===== config.mk =====
export PLATFORM = sky130hd
export DESIGN_NAME = param_serializer
export DESIGN_NICKNAME = d
export VERILOG_FILES = /design/src/rtl/param_serializer_pkg.sv /design/src/rtl/param_serializer.sv
export SDC_FILE = /design/constraint.sdc
export NUM_CORES = 1
export LEC_CHECK = 0
export CORE_ASPECT_RATIO = 0.75
export CORE_MARGIN = 2
export CORE_UTILIZATION = 35
export DETAILED_ROUTE_END_ITERATION = 6
export MAX_ROUTING_LAYER = met4
export PLACE_DENSITY = 0.68
export SYNTH_ARGS = -nofsm -noshare
export SYNTH_HDL_FRONTEND = slang
export SYNTH_SLANG_ARGS = --single-unit

===== constraint.sdc =====
create_clock -name in_clock -period 2.1 [get_ports in_clock]
set_input_delay 0.21 -clock in_clock [delete_from_list [all_inputs] [get_ports in_clock]]
set_output_delay 0.21 -clock in_clock [all_outputs]
set_load 0.05 [all_outputs]

===== src/rtl/param_serializer_pkg.sv =====
// Shared types and helpers for the parametrised serializer.
// State encoding and the width helper used to size the bit counter.
package param_serializer_pkg;

    typedef enum logic {
        ST_IDLE  = 1'b0,
        ST_SHIFT = 1'b1
    } state_t;

    // Smallest n with 2**n >= v; evaluated at elaboration only.
    function automatic int clog2(input int v);
        int r;
        r = 0;
        for (int i = 0; i < 31; i++) begin
            if ((1 << i) < v) begin
                r = i + 1;
            end
        end
        return r;
    endfunction

endpackage


===== src/rtl/param_serializer.sv =====
// Parallel-to-serial converter: WIDTH-bit words out one bit per enabled clock, one-word holding buffer.
// First bit 1 edge after an idle write; out_ready drops while the buffer holds a word, extra writes are dropped and flagged.
module param_serializer
    import param_serializer_pkg::*;
#(
    parameter int WIDTH     = 8,
    parameter bit LSB_FIRST = 1'b0,
    parameter bit IDLE_BIT  = 1'b0
) (
    input  logic             in_clock,
    input  logic             in_reset,
    input  logic             in_write,
    input  logic [WIDTH-1:0] in_data,
    input  logic             in_enable,
    output logic             out_ready,
    output logic             out_bit,
    output logic             out_valid,
    output logic             out_first,
    output logic             out_last,
    output logic             out_overrun
);

    localparam int CW = (clog2(WIDTH) < 1) ? 1 : clog2(WIDTH);
    localparam logic [CW-1:0] CNT_LAST = CW'(WIDTH - 1);

    state_t           state_q, state_d;
    logic [WIDTH-1:0] sreg_q, sreg_d;
    logic [WIDTH-1:0] hbuf_q, hbuf_d;
    logic             buf_full_q, buf_full_d;
    logic [CW-1:0]    cnt_q, cnt_d;
    logic             overrun_q;

    logic             accept;
    logic             at_last;
    logic [CW-1:0]    bit_idx;

    assign accept  = in_write & ~buf_full_q;
    assign at_last = (cnt_q == CNT_LAST);

    always_ff @(posedge in_clock or posedge in_reset) begin
        if (in_reset) begin
            state_q    <= ST_IDLE;
            sreg_q     <= '0;
            hbuf_q     <= '0;
            buf_full_q <= 1'b0;
            cnt_q      <= '0;
            overrun_q  <= 1'b0;
        end else begin
            state_q    <= state_d;
            sreg_q     <= sreg_d;
            hbuf_q     <= hbuf_d;
            buf_full_q <= buf_full_d;
            cnt_q      <= cnt_d;
            // Judged against the pre-edge ready, so a same-edge buffer drain still flags it.
            if (in_write && buf_full_q) begin
                overrun_q <= 1'b1;
            end
        end
    end

    always_comb begin
        state_d    = state_q;
        sreg_d     = sreg_q;
        hbuf_d     = hbuf_q;
        buf_full_d = buf_full_q;
        cnt_d      = cnt_q;
        unique case (state_q)
            ST_IDLE: begin
                if (accept) begin
                    sreg_d  = in_data;
                    cnt_d   = '0;
                    state_d = ST_SHIFT;
                end
            end
            ST_SHIFT: begin
                if (accept) begin
                    hbuf_d     = in_data;
                    buf_full_d = 1'b1;
                end
                if (in_enable) begin
                    if (!at_last) begin
                        cnt_d = cnt_q + 1'b1;
                    end else if (buf_full_q) begin
                        sreg_d     = hbuf_q;
                        buf_full_d = 1'b0;
                        cnt_d      = '0;
                    end else if (accept) begin
                        // Word goes straight into the shifter instead of the buffer.
                        sreg_d     = in_data;
                        buf_full_d = 1'b0;
                        cnt_d      = '0;
                    end else begin
                        cnt_d   = '0;
                        state_d = ST_IDLE;
                    end
                end
            end
            default: state_d = ST_IDLE;
        endcase
    end

    assign bit_idx     = LSB_FIRST ? cnt_q : (CNT_LAST - cnt_q);
    assign out_valid   = (state_q == ST_SHIFT);
    assign out_bit     = out_valid ? sreg_q[bit_idx] : IDLE_BIT;
    assign out_first   = out_valid && (cnt_q == '0);
    assign out_last    = out_valid && at_last;
    assign out_ready   = ~buf_full_q;
    assign out_overrun = overrun_q;

endmodule


==> flow_summary.ini, run 1 <==
[yosys]
yosys_most_used_dff = sky130_fd_sc_hd__dfrtp_1
xor_xnor_share_of_the_synthesized_area_pct = 0
dominant_combinational_cell_family_by_area_after_synthesis = compound AO/OA/AOI/OAI gates
netlist_area_before_placement_um2 = 1071
yosys_warnings = 0
syn-mean-instance-area_um2 = 12.17
synth_compound_gate_area_share_pct = 21.85
area_share_of_fa_ha_maj_cells_after_synthesis_pct = 4.673
synthCells = 88
synth_simple_gate_area_share_pct = 4.790
synth_seq_area_share_pct = 51.40
edff_count_synth = 0
ys_types = 28
synth_fp_nets = 104
synth.ff_latch_count = 22
async_flop_share_pct = 100.0
muxShareOfSynthArea_pct = 13.55

[clock_network]
number_of_setup_buffers_added_after_cts = 0
path_clk_slew_ns = 0.07
insertion_delay_ns = 0.25
htree_levels = 1
clock_tree.root_cell = sky130_fd_sc_hd__clkbuf_8
post_cts_resize_count = 0
clock_buffer_count_from_cts = 3
tritoncts = built
clock_path_buffers = 2
cts_hold_buf = 0
clkSinkCount = 22

[finish]
diodes = 0
fraction_of_layout_instances_using_a_drive_strength_above_1_pct = 20.75
finish.utilization_pct = 45.48
layout.nets = 124
area_growth_from_synthesis_to_layout_pct = 24.65

[drt]
remaining_drc_errors = 0
drt_first_iter_violations = 14
wl_um = 2071
routed-via-count = 762
post_drt_via_cell_ratio = 5.292
wire_per_inst_um = 14.38
first_pass_iters = 4
final_antenna_net_count = 0

[worst_setup_path]
crit_family = flip-flops
critical_path.max_fanout = 8
crit_arrival_ns = 1.71
cells_along_the_critical_path = mux4_2 -> nor2_1 -> a311oi_2 -> buf_12
crit_path_top_delay_cell = sky130_fd_sc_hd__dfrtp_1
timing.critical_path.slowest_cell_delay_ns = 0.54
cp-end-kind = primary output
criticalPathCategory = flip-flop to primary output
setup.worst_path.start_class = flip-flop
timing.critical_path.required_ns = 1.89
critical_path.n_buffers_inverters = 1

[timing]
tightestPinTransition_ns = 0.5531
min_setup_slack_post_route_ns = 0.1819
max_clock_freq_ghz = 0.5213
clock_skew_ns = 0.004814
max-slew-margin-rel_pct = 63.13
timing.final.setup_violations = 0
rsz0062_at_grt = no
min_period_ns = 1.918
maxSlewViolCount = 0
layout_worst_path_cycle_share_pct = 91.34
final-hold-violation-count = 0
timing.setup.tns_ns = 0

[floorplan]
die-width_um = 67.88
die_y_um = 51.91
top_level_ports = 18
placement_rows = 17
floorplan.die_area_um2 = 3523
core_box_area_um2 = 2935
starting_density_of_the_core_pct = 36.49

[job]
cap_viol_max_count = 0

[placement]
gpl.final_weighted_congestion = 0.7662
post-dp-hpwl_um = 1508
io_buffers = 17
pre_cts_slack_ns = 0.2470

[grt]
final_global_route_overflow_total = 0
grt_start_max_net_pins = 23
grtUsageTotal_pct = 14.14
grt_pass1_vias = 794
grt_antenna_before_repair = 0
first_pass_grt_wire_length_um = 3581

[power_and_ir_drop]
p_sw_share_pct = 37.52
power-per-cell-area_nw_per_um2 = 1460
static-leakage-power_nw = 0.5796
clock_power_share_pct = 12.8
combPwrFrac_pct = 48.0
seqPwrFrac_pct = 39.1
max-vdd-ir-drop_mv = 0.7940
cell_internal_pwr_w = 0.001218
power.switching_w = 0.0007314

[outcome]
run_status = finished, final reports clean

[hold_path]
hold_class = primary input to async pin
## registers in the layout, summed over array words and instances, names as in the netlist
register,count
hbuf_q,8
sreg_q,8
cnt_q,3
buf_full_q,1
out_overrun,1
out_valid,1
## power by group through the flow
stage	logic [W]	registers, W	clock network [W]
4_1_cts	0.000948	0.000764	0.000258
6_report	0.000937	0.000763	0.000250
3_3_place_gp	0.000919	0.000760	0
5_1_grt	0.00103	0.000795	0.000276
3_5_place_dp	0.000944	0.000773	0
2_1_floorplan	0.000710	0.000720	0
## cells in the mapped netlist, types with 2 or more instances
cell / count / area (µm²)
sky130_fd_sc_hd__a2bb2oi_1: 7 / 61.31
sky130_fd_sc_hd__dfrtp_1: 22 / 550.5
sky130_fd_sc_hd__ha_1: 4 / 50.05
sky130_fd_sc_hd__inv_1: 5 / 18.77
sky130_fd_sc_hd__mux2_2: 10 / 112.6
sky130_fd_sc_hd__nand2_1: 7 / 26.28
sky130_fd_sc_hd__nor2_1: 2 / 7.510
sky130_fd_sc_hd__o21ai_0: 3 / 15.01
sky130_fd_sc_hd__o22ai_1: 8 / 50.05
sky130_fd_sc_hd__o31ai_1: 2 / 15.01
## final timing paths
path                       slack (ns)  cells past startpoint                    start                       to
max reg2reg                      0.26                      5     cnt_q[1]$_DFFE_PP0P_    sreg_q[5]$_DFFE_PP0P_
min reg2reg                      0.46                      1  out_overrun$_DFFE_PP0P_  out_overrun$_DFFE_PP0P_
min                              0.29                      3                 in_reset    hbuf_q[7]$_DFFE_PP0P_
min in group in_clock            0.46                      1  out_overrun$_DFFE_PP0P_  out_overrun$_DFFE_PP0P_
max                              0.18                      4     cnt_q[2]$_DFFE_PP0P_                  out_bit
max in group asynchronous        1.58                      3                 in_reset     cnt_q[0]$_DFFE_PP0P_
## cells in the final DEF, fill, tap and decap left out, types with 2 or more instances in the layout
master and count:
sky130_fd_sc_hd__inv_1 5, sky130_fd_sc_hd__o22ai_1 8, sky130_fd_sc_hd__clkbuf_8 3, sky130_fd_sc_hd__dfrtp_1 22, sky130_fd_sc_hd__buf_4 4, sky130_fd_sc_hd__o21ai_0 3
sky130_fd_sc_hd__nor2_1 2, sky130_fd_sc_hd__o31ai_1 2, sky130_fd_sc_hd__a2bb2oi_1 7, sky130_fd_sc_hd__clkdlybuf4s50_1 14, sky130_fd_sc_hd__mux2_2 10, sky130_fd_sc_hd__ha_1 4
sky130_fd_sc_hd__nand2_1 7
## per-stage QoR
| stage | total power (W) | std cells | hold WS [ns] | instance area [µm²] |
|---|---|---|---|---|
| 2_1_floorplan | 0.001431 | 88 | 0.1992 | 1077 |
| 3_3_place_gp | 0.001680 | 141 | 0.4397 | 1294 |
| 3_5_place_dp | 0.001717 | 141 | 0.4428 | 1294 |
| 4_1_cts | 0.001970 | 144 | 0.2978 | 1335 |
| 5_1_grt | 0.002100 | 144 | 0.3277 | 1335 |
| 6_report | 0.001950 | 144 | 0.2932 | 1335 |
## area by class of cell
class                           count  area (µm²)
Clock buffer                        3       41.29
Inverter                            5       18.77
Timing Repair Buffer               19       190.2
Fill cell                         277        1600
Multi-Input combinational cell     57       486.7
Tap cell                           38       47.55
Sequential cell                    22       550.5
## layer usage
layer	vias to the layer above	track usage (%)	wire [µm]
li1	366	-	-
met1	373	18.61	1015
met2	21	22.55	938
met3	2	3.896	106
met4	0	2.000	11
met5	-	-	0
## cells by family (layout without fill, tap and decap cells)
family                   Yosys count  after routing
flip-flops                        22             22
AND/OR/NAND/NOR                   12             12
buffers and inverters              9             27
AO/OA/AOI/OAI                     29             29
multiplexers                      12             12
adder cells (fa/ha/maj)            4              4
## worst reg2reg max path, stage by stage, from the launching register on
cell	delay, ns
sky130_fd_sc_hd__dfrtp_1	0.44
sky130_fd_sc_hd__ha_1	0.21
sky130_fd_sc_hd__ha_1	0.20
sky130_fd_sc_hd__a21bo_1	0.34
sky130_fd_sc_hd__a21boi_4	0.38
sky130_fd_sc_hd__a2bb2oi_1	0.20
No activity file was read; power rests on OpenSTA's default activity.
==> run 2, diff against run 1 <==
--- a/config.mk
+++ b/config.mk
@@ -9,8 +9,9 @@
 export CORE_MARGIN = 2
 export CORE_UTILIZATION = 35
 export DETAILED_ROUTE_END_ITERATION = 6
+export DONT_BUFFER_PORTS = 1
 export MAX_ROUTING_LAYER = met4
-export PLACE_DENSITY = 0.68
+export PLACE_DENSITY = 0.6
 export SYNTH_ARGS = -nofsm -noshare
 export SYNTH_HDL_FRONTEND = slang
 export SYNTH_SLANG_ARGS = --single-unit
==> flow_summary.ini, run 2 (synthesized netlist as in run 1, its figures left out) <==
[outcome]
run_status = finished, violations left
violated_checks = hold timing

[floorplan]
die-width_um = 67.88
floorplan.die_area_um2 = 3523
placement_rows = 17
core_box_area_um2 = 2935
top_level_ports = 18
starting_density_of_the_core_pct = 36.49
die_y_um = 51.91

[drt]
wl_um = 2184
remaining_drc_errors = 0
final_antenna_net_count = 0
drt_first_iter_violations = 20
first_pass_iters = 2
wire_per_inst_um = 16.80
post_drt_via_cell_ratio = 5.477
routed-via-count = 712

[worst_setup_path]
reg2reg_setup_slack_ns = 0.26
crit_arrival_ns = 1.73
crit_path_start = cnt_q[2]$_DFFE_PP0P_
cp-end-kind = primary output
criticalPathCategory = flip-flop to primary output
worstRegToRegCells = 5
critical_path.max_fanout = 8
setup.worst_path.start_class = flip-flop
regToRegStartpoint = cnt_q[1]$_DFFE_PP0P_
reg2reg_to = sreg_q[7]$_DFFE_PP0P_
worstSetupEndpoint = out_bit
timing.critical_path.required_ns = 1.89

[placement]
post-dp-hpwl_um = 1543
pre_cts_slack_ns = 0.3204
io_buffers = 0
gpl.final_weighted_congestion = 0.7422

[finish]
fraction_of_layout_instances_using_a_drive_strength_above_1_pct = 23.91
fillerInstances = 286
layout.area.seq_um2 = 550.5
largest_registers = hbuf_q x8, sreg_q x8, cnt_q x3
most-common-layout-cells = sky130_fd_sc_hd__dfrtp_1, sky130_fd_sc_hd__mux2_2, sky130_fd_sc_hd__o22ai_1
most_common_cell_after_layout_fill_and_taps_aside = sky130_fd_sc_hd__dfrtp_1
area_growth_from_synthesis_to_layout_pct = 10.98
diodes = 0
layout.nets = 109
multi_input_area_um2 = 486.7

[clock_network]
clock_tree.root_cell = sky130_fd_sc_hd__clkbuf_8
clock_path_buffers = 2
htree_levels = 1
path_clk_slew_ns = 0.08
tritoncts = built
insertion_delay_ns = 0.27
number_of_setup_buffers_added_after_cts = 0
cts_hold_buf = 0
post_cts_resize_count = 0
clock_buffer_count_from_cts = 3
clkSinkCount = 22

[grt]
grtUsageTotal_pct = 15.16
grt_pass1_vias = 767
first_pass_grt_wire_length_um = 3670
final_global_route_overflow_total = 0
grt_antenna_before_repair = 0
grt_start_max_net_pins = 23

[timing]
maxSlewViolCount = 0
layout_worst_path_cycle_share_pct = 92.33
rsz0062_at_grt = no
timing.final.setup_violations = 0
max_clock_freq_ghz = 0.5158
timing.hold.ws_ns = -0.005144
max-slew-margin-rel_pct = 43.58
final-hold-violation-count = 9
min_setup_slack_post_route_ns = 0.1612
min_period_ns = 1.939
clock_skew_ns = 0.006270
tightestPinTransition_ns = 0.8454
timing.setup.tns_ns = 0

[job]
cap_viol_max_count = 0

[power_and_ir_drop]
max-vdd-ir-drop_mv = 0.5373
power-per-cell-area_nw_per_um2 = 1607
static-leakage-power_nw = 0.5218

[hold_path]
hold_class = primary input to async pin
==> run 2: changes by cell type in the layout (fill, tap and decap cells not counted) <==
| cell | previous run | this run |
|---|---|---|
| sky130_fd_sc_hd__clkdlybuf4s50_1 | 14 | 0 |
| sky130_fd_sc_hd__clkbuf_8 | 3 | 4 |
| sky130_fd_sc_hd__buf_12 | 1 | 0 |
==> run 2: worst max-delay path, stage by stage, from the launching register on <==
cell	delay, ns
sky130_fd_sc_hd__dfrtp_1	0.53
sky130_fd_sc_hd__mux4_2	0.54
sky130_fd_sc_hd__nor2_1	0.13
sky130_fd_sc_hd__a311oi_2	0.06
sky130_fd_sc_hd__buf_4	0.21
==> run 2: report_power, final <==
group | internal [W] | switching [W] | leakage (nW)
registers | 0.000614 | 0.000154 | 0.252
clock network | 0.000167 | 0.000137 | 0.0288
logic | 0.000395 | 0.000443 | 0.241
==> run 2: worst min path at each step <==
stage	from	to	slack, ns	cells after the start
4_1_cts	in_reset	hbuf_q[7]$_DFFE_PP0P_	0.03	1
2_1_floorplan	in_reset	buf_full_q$_DFFE_PP0P_	0.20	1
3_3_place_gp	in_reset	hbuf_q[7]$_DFFE_PP0P_	0.30	1
3_5_place_dp	in_enable	buf_full_q$_DFFE_PP0P_	0.32	1
5_1_grt	in_enable	buf_full_q$_DFFE_PP0P_	0.03	1
6_report	in_reset	hbuf_q[7]$_DFFE_PP0P_	-0.005	1
==> run 2: layout make-up <==
cell class,count,share of cell area (%)
Multi-Input combinational cell,57,40.95
Tap cell,38,4.000
Sequential cell,22,46.32
Clock buffer,4,4.632
Inverter,5,1.579
Timing Repair Buffer,4,2.526
==> run 2: metrics by stage <==
stage | hold slack, ns | cell area [µm²] | instances | power (W) | utilization [%]
5_1_grt | 0.03180 | 1189 | 130 | 0.002043 | 40.49
4_1_cts | 0.03395 | 1189 | 130 | 0.001933 | 40.49
3_5_place_dp | 0.3248 | 1134 | 126 | 0.001618 | 38.62
2_1_floorplan | 0.1992 | 1077 | 88 | 0.001431 | -
6_report | -0.005144 | 1189 | 130 | 0.001910 | 40.49
3_3_place_gp | 0.3041 | 1134 | 126 | 0.001597 | 38.62
==> run 2: layer usage <==
metal	wire [µm]	global-route usage, %
met1	998	18.51
met5	0	-
met3	129	5.628
met2	1022	22.88
met4	33	6.000
==> run 3, diff against run 2 <==
--- a/config.mk
+++ b/config.mk
@@ -5,13 +5,14 @@
 export SDC_FILE = /design/constraint.sdc
 export NUM_CORES = 1
 export LEC_CHECK = 0
-export CORE_ASPECT_RATIO = 0.75
+export CORE_ASPECT_RATIO = 0.6
 export CORE_MARGIN = 2
 export CORE_UTILIZATION = 35
 export DETAILED_ROUTE_END_ITERATION = 6
 export DONT_BUFFER_PORTS = 1
 export MAX_ROUTING_LAYER = met4
 export PLACE_DENSITY = 0.6
+export SLEW_MARGIN = 20
 export SYNTH_ARGS = -nofsm -noshare
 export SYNTH_HDL_FRONTEND = slang
 export SYNTH_SLANG_ARGS = --single-unit
==> flow_summary.ini, run 3 (synthesized netlist as in run 1, its figures left out) <==
[power_and_ir_drop]
combPwrFrac_pct = 45.0
static-leakage-power_nw = 0.5146
p_sw_share_pct = 38.60
power.switching_w = 0.0007154
clock_power_share_pct = 13.8
seqPwrFrac_pct = 41.3
max-vdd-ir-drop_mv = 0.4656
cell_internal_pwr_w = 0.001138
power-per-cell-area_nw_per_um2 = 1571

[worst_setup_path]
timing.critical_path.required_ns = 1.89
critical_path.max_fanout = 8
crit_arrival_ns = 1.71
setup.worst_path.start_class = flip-flop
criticalPathCategory = flip-flop to primary output
cp-end-kind = primary output

[floorplan]
die-width_um = 75.42
starting_density_of_the_core_pct = 37.06
top_level_ports = 18
floorplan.die_area_um2 = 3533
die_y_um = 46.85
placement_rows = 15
core_box_area_um2 = 2890

[finish]
area_growth_from_synthesis_to_layout_pct = 10.16
layout.nets = 109
diodes = 0
fraction_of_layout_instances_using_a_drive_strength_above_1_pct = 23.08
most_common_cell_after_layout_fill_and_taps_aside = sky130_fd_sc_hd__dfrtp_1
largest_registers = hbuf_q x8, sreg_q x8, cnt_q x3
most-common-layout-cells = sky130_fd_sc_hd__dfrtp_1, sky130_fd_sc_hd__mux2_2, sky130_fd_sc_hd__o22ai_1
postLayoutCellArea_um2 = 1180

[clock_network]
path_clk_slew_ns = 0.08
clock_tree.root_cell = sky130_fd_sc_hd__clkbuf_8
insertion_delay_ns = 0.26
clkSinkCount = 22
clock_buffer_count_from_cts = 3
tritoncts = built
post_cts_resize_count = 0
number_of_setup_buffers_added_after_cts = 0
cts_hold_buf = 0
htree_levels = 1
clock_path_buffers = 2

[timing]
layout_worst_path_cycle_share_pct = 91.34
timing.hold.ws_ns = -0.008832
tightestPinTransition_ns = 0.8239
timing.final.setup_violations = 0
min_period_ns = 1.918
rsz0062_at_grt = no
clock_skew_ns = 0.006021
max-slew-margin-rel_pct = 45.02
max_clock_freq_ghz = 0.5214
final-hold-violation-count = 11
timing.setup.tns_ns = 0
maxSlewViolCount = 0

[placement]
post_dp_cell_area_um2 = 1139
gpl.final_weighted_congestion = 0.7774
io_buffers = 0
post-dp-hpwl_um = 1494

[drt]
wire_per_inst_um = 15.74
routed-via-count = 700
final_antenna_net_count = 0
remaining_drc_errors = 0
drt_first_iter_violations = 34
first_pass_iters = 4
post_drt_via_cell_ratio = 5.263
wl_um = 2093

[grt]
grtUsageTotal_pct = 14.07
grt_antenna_before_repair = 0
grt_pass1_vias = 685
final_global_route_overflow_total = 0
first_pass_grt_wire_length_um = 3387
grt_start_max_net_pins = 23

[hold_path]
hold_class = primary input to async pin

[job]
cap_viol_max_count = 0

[outcome]
run_status = finished, violations left
violated_checks = hold timing
[run 3: cell count changes in the layout (fill, tap and decap cells not counted), sizes merged]
| cell | previous run | this run |
|---|---|---|
| clkbuf | 4 | 3 |
[run 3: path summary, 6_finish.rpt]
kind / slack [ns] / start / endpoint / cells past startpoint
worst max-delay path: 0.18 / cnt_q[2]$_DFFE_PP0P_ / out_bit / 4
worst min-delay path: -0.009 / in_reset / hbuf_q[7]$_DFFE_PP0P_ / 1
worst max register to register: 0.32 / cnt_q[1]$_DFFE_PP0P_ / sreg_q[4]$_DFFE_PP0P_ / 5
worst min register to register: 0.51 / hbuf_q[0]$_DFFE_PP0P_ / hbuf_q[0]$_DFFE_PP0P_ / 1
max in group asynchronous: 1.59 / in_reset / cnt_q[0]$_DFFE_PP0P_ / 1
min in group in_clock: 0.04 / in_enable / buf_full_q$_DFFE_PP0P_ / 1
[run 3: routing by layer]
layer | vias up | global-route usage (%) | wire length (µm) | part of all wire (%)
li1 | 334 | - | - | -
met1 | 345 | 19.63 | 1008 | 48
met2 | 18 | 20.00 | 927 | 44
met3 | 3 | 5.150 | 146 | 7.0
met4 | 0 | 2.105 | 10 | 0.48
met5 | - | - | 0 | 0
[run 3: final cells by class]
cell class	count	area [µm²]
repair buffers	4	30.03
flip-flops and latches	22	550.5
clock buffers	3	41.29
multi-input cells	57	486.7
well taps	42	52.55
inverters	5	18.77
fillers	289	1710
[run 3: power by group through the flow]
stage                     clock network [W]  registers [W]  logic [W]
after floorplan                           0       0.000720   0.000710
after global placement                    0       0.000765   0.000831
after detailed placement                  0       0.000771   0.000836
after CTS                          0.000268       0.000767   0.000843
after global routing               0.000288       0.000794   0.000925
final                              0.000256       0.000765   0.000833
[run 3: per-stage QoR]
stage / util, % / total power [W] / cells / setup WS, ns
2_1_floorplan: - / 0.001431 / 88 / 0.01610
3_3_place_gp: 39.39 / 0.001596 / 130 / 0.4155
3_5_place_dp: 39.39 / 0.001607 / 130 / 0.3326
4_1_cts: 40.82 / 0.001878 / 133 / 0.1673
5_1_grt: 40.82 / 0.002007 / 133 / 0.08310
6_report: 40.82 / 0.001853 / 133 / 0.1819
[run 3: worst max-delay path, cell delays in order, from the launching register on]
cell	delay, ns
sky130_fd_sc_hd__dfrtp_1	0.53
sky130_fd_sc_hd__mux4_2	0.54
sky130_fd_sc_hd__nor2_1	0.12
sky130_fd_sc_hd__a311oi_2	0.05
sky130_fd_sc_hd__buf_4	0.20
